--- src/rtl/inexrecur_pkg.sv ---
// Shared widths, depth and FSM state type for the inexrecur register-file arbiter.
package inexrecur_pkg;

   localparam int unsigned ADDR_W = 12;
   localparam int unsigned DATA_W = 32;
   localparam int unsigned DEPTH  = 4096;
   localparam int unsigned CNT_W  = 13;

   typedef enum logic [1:0] {
      StIdle,
      StWrite,
      StRead,
      StResp
   } state_e;

endpackage

--- src/rtl/rr_arb2.sv ---
// Two-port read arbiter. INEXRECUR_ARB_RR_EN selects round-robin; otherwise fixed
// priority with port 0 winning and no pointer state.
module rr_arb2 (
   input  logic       clk,
   input  logic       rst_n,
   input  logic [1:0] req,
   input  logic       advance,
   output logic [1:0] gnt
);

`ifdef INEXRECUR_ARB_RR_EN
   logic ptr_q;

   // After a grant the pointer favours the port that was not served.
   always_ff @(posedge clk or negedge rst_n) begin
      if (!rst_n) begin
         ptr_q <= 1'b0;
      end else if (advance && (|req)) begin
         ptr_q <= gnt[0];
      end
   end

   always_comb begin
      gnt = 2'b00;
      if (ptr_q) begin
         if (req[1])      gnt = 2'b10;
         else if (req[0]) gnt = 2'b01;
      end else begin
         if (req[0])      gnt = 2'b01;
         else if (req[1]) gnt = 2'b10;
      end
   end
`else
   logic unused_rr;

   assign unused_rr = ^{clk, rst_n, advance};
   assign gnt[0]    = req[0];
   assign gnt[1]    = req[1] & ~req[0];
`endif

endmodule

--- src/rtl/inexrecur_arbiter.sv ---
// Serialises one writer and two random-read ports onto a single-port register file.
// Read arbitration policy is chosen by INEXRECUR_ARB_RR_EN (see rr_arb2).
module inexrecur_arbiter
   import inexrecur_pkg::*;
(
   input  logic              clk,
   input  logic              rst_n,
   input  logic              wr_req,
   input  logic [DATA_W-1:0] wr_data,
   output logic              wr_ack,
   output logic              wr_err,
   input  logic              rd0_req,
   input  logic [ADDR_W-1:0] rd0_addr,
   output logic              rd0_ack,
   output logic [DATA_W-1:0] rd0_data,
   output logic              rd0_err,
   input  logic              rd1_req,
   input  logic [ADDR_W-1:0] rd1_addr,
   output logic              rd1_ack,
   output logic [DATA_W-1:0] rd1_data,
   output logic              rd1_err,
   output logic              rf_we,
   output logic [DATA_W-1:0] rf_w_data,
   output logic              rf_ran_re,
   output logic [ADDR_W-1:0] rf_ran_r_addr,
   input  logic [DATA_W-1:0] rf_ran_r_data,
   output logic [CNT_W-1:0]  count,
   output logic              full
);

   state_e     state_q;
   logic       rd_port_q;
   logic [1:0] gnt;
   logic       advance;
   logic       rd_hit;

   assign advance = (state_q == StIdle) && !wr_req;
   assign rd_hit  = CNT_W'(rf_ran_r_addr) < count;

   rr_arb2 u_rr_arb2 (
      .clk     (clk),
      .rst_n   (rst_n),
      .req     ({rd1_req, rd0_req}),
      .advance (advance),
      .gnt     (gnt)
   );

   always_ff @(posedge clk or negedge rst_n) begin
      if (!rst_n) begin
         state_q       <= StIdle;
         rd_port_q     <= 1'b0;
         wr_ack        <= 1'b0;
         wr_err        <= 1'b0;
         rd0_ack       <= 1'b0;
         rd0_err       <= 1'b0;
         rd0_data      <= '0;
         rd1_ack       <= 1'b0;
         rd1_err       <= 1'b0;
         rd1_data      <= '0;
         rf_we         <= 1'b0;
         rf_w_data     <= '0;
         rf_ran_re     <= 1'b0;
         rf_ran_r_addr <= '0;
         count         <= '0;
         full          <= 1'b0;
      end else begin
         // Strobes are single-cycle; only IDLE raises the register-file controls.
         wr_ack        <= 1'b0;
         wr_err        <= 1'b0;
         rd0_ack       <= 1'b0;
         rd0_err       <= 1'b0;
         rd1_ack       <= 1'b0;
         rd1_err       <= 1'b0;
         rf_we         <= 1'b0;
         rf_w_data     <= '0;
         rf_ran_re     <= 1'b0;
         rf_ran_r_addr <= '0;
         unique case (state_q)
            StIdle: begin
               if (wr_req) begin
                  state_q   <= StWrite;
                  rf_we     <= !full;
                  rf_w_data <= full ? '0 : wr_data;
               end else if (|gnt) begin
                  state_q       <= StRead;
                  rd_port_q     <= gnt[1];
                  rf_ran_re     <= 1'b1;
                  rf_ran_r_addr <= gnt[1] ? rd1_addr : rd0_addr;
               end
            end
            StWrite: begin
               if (!full) begin
                  count <= count + CNT_W'(1);
                  full  <= (count == CNT_W'(DEPTH - 1));
               end
               wr_ack  <= 1'b1;
               wr_err  <= full;
               state_q <= StResp;
            end
            StRead: begin
               if (rd_port_q) begin
                  rd1_data <= rd_hit ? rf_ran_r_data : '0;
                  rd1_ack  <= 1'b1;
                  rd1_err  <= !rd_hit;
               end else begin
                  rd0_data <= rd_hit ? rf_ran_r_data : '0;
                  rd0_ack  <= 1'b1;
                  rd0_err  <= !rd_hit;
               end
               state_q <= StResp;
            end
            StResp: begin
               state_q <= StIdle;
            end
            default: begin
               state_q <= StIdle;
            end
         endcase
      end
   end

endmodule

--- config.mk ---
export PLATFORM = sky130hd
export DESIGN_NAME = inexrecur_arbiter
export DESIGN_NICKNAME = d
export VERILOG_FILES = /design/src/rtl/inexrecur_pkg.sv /design/src/rtl/rr_arb2.sv /design/src/rtl/inexrecur_arbiter.sv
export SDC_FILE = /design/constraint.sdc
export NUM_CORES = 1
export LEC_CHECK = 0
export ABC_CLOCK_PERIOD_IN_PS = 1800
export BUFFER_PORTS_ARGS = -buffer_cell sky130_fd_sc_hd__buf_2
export CAP_MARGIN = 20
export CORE_ASPECT_RATIO = 0.75
export CORE_MARGIN = 2
export CORE_UTILIZATION = 30
export DETAILED_ROUTE_END_ITERATION = 7
export PLACE_DENSITY_LB_ADDON = 0.25
export SETUP_SLACK_MARGIN = 0.2
export SLEW_MARGIN = 30
export SYNTH_ARGS = -nofsm -noshare
export SYNTH_HDL_FRONTEND = slang
export SYNTH_HIERARCHICAL = 1
export SYNTH_SLANG_ARGS = --single-unit
--- constraint.sdc ---
create_clock -name clk -period 1.8 [get_ports clk]
set_input_delay 0.18 -clock clk [delete_from_list [all_inputs] [get_ports clk]]
set_output_delay 0.18 -clock clk [all_outputs]
set_load 0.02 [all_outputs]
==> out/results.ini <==
[die]
fp.dieH_um = 121
rows = 42
fp.dieW_um = 161
die_area_mm2 = 0.0195
io_pins = 223
start_util = 0.310
core_mm2 = 0.0178

[worst_setup_path]
cp_max_fo = 8
crit_chain = inv_2, ha_4, and4b_1, nand3_2, a2111oi_4, buf_6, clkbuf_16, o31ai_1
worstReg2RegStart = count[9]
r2r_slack_ps = -120
cp.arrival_ps = 2210
reg2reg_depth = 8
critPathRequiredTime_ps = 2090
crit_family = buffers and inverters
startpoint_type = flip-flop
worstSetupPathType = flip-flop to flip-flop
slowest_delay_ps = 380
crit_slowest_cell = dfrtp_2
worstReg2RegEnd = rd1_data[27]
end_kind = flip-flop
cp_num_buf_inv = 3

[logic_synthesis]
syn_area_mm2 = 0.00552
synth.area.top_cells = dfrtp_1, nand2_1, o31ai_1
synth_top_area_frac = 0.603
netlist_instances = 514
synthAdderAreaFrac = 0.0340
yosysWarningCount = 6
synth_top_family_by_area = simple AND/OR/NAND/NOR gates
syn_area_per_cell_um2 = 10.7
synth_mux_area_frac = 0.0218
yosys.cell_count.top_type = nand2_1
synth_nets = 622
ys_seq_area_frac = 0.603
ys_dominant_reg_cell = dfrtp_1
yosys.area.top_type = dfrtp_1
async_flop_share = 1.00
synth_xor_area_frac = 0.0191
synth_seq_cells = 133
synth-simple-area-share = 0.165
synth-edff-count = 0
synthTopCellsByCount = nand2_1, dfrtp_1, o31ai_1
synth_compound_area_frac = 0.114
yosysUniqueCellTypes = 36

[power]
static-leakage-power_nw = 4.42
finalPower_mw = 14.3
swShare = 0.382
combPwrFrac = 0.417
pwr-share-clk = 0.276
peakVddDrop_v = 0.000668
power.internal_mw = 8.85
p_switching_mw = 5.46
sequentialPowerShare = 0.307
power_density_mw_per_mm2 = 1630

[placed_design]
dpl_cell_area_mm2 = 0.00721
portBuffers = 222
dp_hpwl_um = 11000
gp_congestion = 0.854

[final_layout]
antenna_cells = 0
final_layout_size_suffix_gt1_frac = 0.413
final_area_mm2 = 0.00877
final_nets = 935
syn2layout_area_growth_pct = 59.1
fillers = 1602

[detailed_routing]
ant_nets = 0
dr.pass1.iters = 5
route.detailed.drc = 0
drtIter0Drc = 294
totalWireLength_um = 17300
vias = 4979
vias_per_cell = 4.60
wl_per_cell_um = 16.0

[min_path]
holdCritPathClass = input port to flip-flop
hp-start = rf_ran_r_data[6]
holdPathEnd = rd1_data[6]
hold_depth = 3

[clocking]
htreeDepth = 4
clockBufferDepth = 2
clk_latency_ps = 420
cts-root-buf = clkbuf_16
cts_tree = done
clkSinkCount = 133
clk_pin_slew_ps = 60
cts_buffers = 17

[global_route]
grt_first_pass_wirelength_um = 26500
antenna_found_initial = 0
grt_pass1_vias = 5047
track_usage = 0.173
overflow = 0
grt_max_degree = 54

[sta]
fin_worst_skew_ps = 9.91
setup_viol_count_final = 66
tightest_slew_ps = 460
rsz0062_at_grt = yes
final.setup.worst_slack_ps = -117
max_freq_mhz = 522
min_period_ps = 1920
relSlewSlack = 0.693
drv_slew = 0
fin_crit_sh = 1.06
timing_hold_violations_final = 0
hold_ws_ps = 13.3

[status]
failed_checks = setup timing
run_status = finished, violations left

[job]
maxCapViolCount = 0

## stage by stage
step                      TNS (ps)  utilization  setup WS [ps]  std cells
after floorplan              -12.5            -          -1.56        514
after global placement       -6320        0.405           -105        981
after detailed placement     -8980        0.405           -156        981
after CTS                    -4330        0.479          -90.6       1073
after global routing        -10030        0.493           -171       1082
final                        -5960        0.493           -117       1082
## power groups by stage
| stage | sequential (mW) | clock [mW] | combinational [mW] |
|---|---|---|---|
| final | 4.39 | 3.95 | 5.97 |
| after floorplan | 5.50 | 0 | 2.14 |
| after global routing | 4.50 | 4.16 | 6.45 |
| after global placement | 4.38 | 0 | 5.07 |
| after detailed placement | 4.42 | 0 | 5.19 |
| after CTS | 4.38 | 4.04 | 5.54 |
## worst max-delay path by stage
stage                 startpoint           end  slack [ps]  depth (start not counted)
2_1_floorplan          count[10]  rd0_data[10]          -2                          8
3_3_place_gp   rf_ran_r_addr[11]  rd1_data[22]        -110                          6
3_5_place_dp            count[1]  rd0_data[25]        -160                          7
4_1_cts                 count[1]  rd0_data[31]         -90                          8
5_1_grt                 count[9]   rd0_data[3]        -170                          8
6_report                count[9]  rd1_data[27]        -120                          8
## area by class of cell
type | instances | area, µm² | area share
Multi-Input combinational cell | 328 | 2150 | 0.245
Sequential cell | 133 | 3340 | 0.381
Clock inverter | 13 | 229 | 0.0261
Inverter | 18 | 67.6 | 0.00770
Timing Repair Buffer | 329 | 2250 | 0.257
Tap cell | 242 | 303 | 0.0345
Clock buffer | 19 | 433 | 0.0493
## worst register-to-register path, cell delays in order, from the launching register on
cell	delay, ps
dfrtp_2	380
inv_2	60
ha_4	250
and4b_1	250
nand3_2	100
a2111oi_4	210
buf_6	260
clkbuf_16	220
o31ai_1	80
## per-layer routing
layer,wire length (µm),vias to the layer above,global-route usage,share of wire
met5,0,-,0,0
li1,-,2361,-,-
met2,8160,190,0.288,0.47
met3,1180,14,0.0444,0.068
met4,187,0,0.0473,0.011
met1,7780,2414,0.226,0.45
## what timing repair did
action                     CTS  global route
hold buffers                55             0
hold endpoints to repair    95             0
resized for setup           10            19
setup endpoints to repair  115           109
buffers inserted             3             4
gates cloned                 2             5
pin swaps                    4            13
## cells by family after synthesis
group | Yosys count
xor+xnor | 12
mux | 12
buf+inv | 53
flops | 133
fa+ha+maj | 15
compound gates | 83
simple gates | 206
## cells in the final DEF, fill, tap and decap left out, drive strengths merged, types with 2 or more instances in the layout
master,Yosys,final
xor2,2,2
and2,33,33
dfrtp,133,133
dlygate4sd3,0,55
and3,3,3
inv,16,17
mux2i,12,12
buf,13,270
nor2,17,17
clkbuf,22,23
o31ai,64,64
bufinv,0,6
o21a,2,2
nor3,3,3
ha,15,15
o21ai,3,3
clkinv,2,7
a21oi,5,5
xnor2,10,10
nand2b,2,2
nand2,136,136
nand4,7,7
nor2b,3,3
## state kept, by name, indices dropped and copies added, names as in the netlist, 2 cells and up
register,cells
state_q,2
rf_ran_r_addr,12
count,13
rd0_data,32
rd1_data,32
rf_w_data,32
No activity file was read; power rests on OpenSTA's default activity.
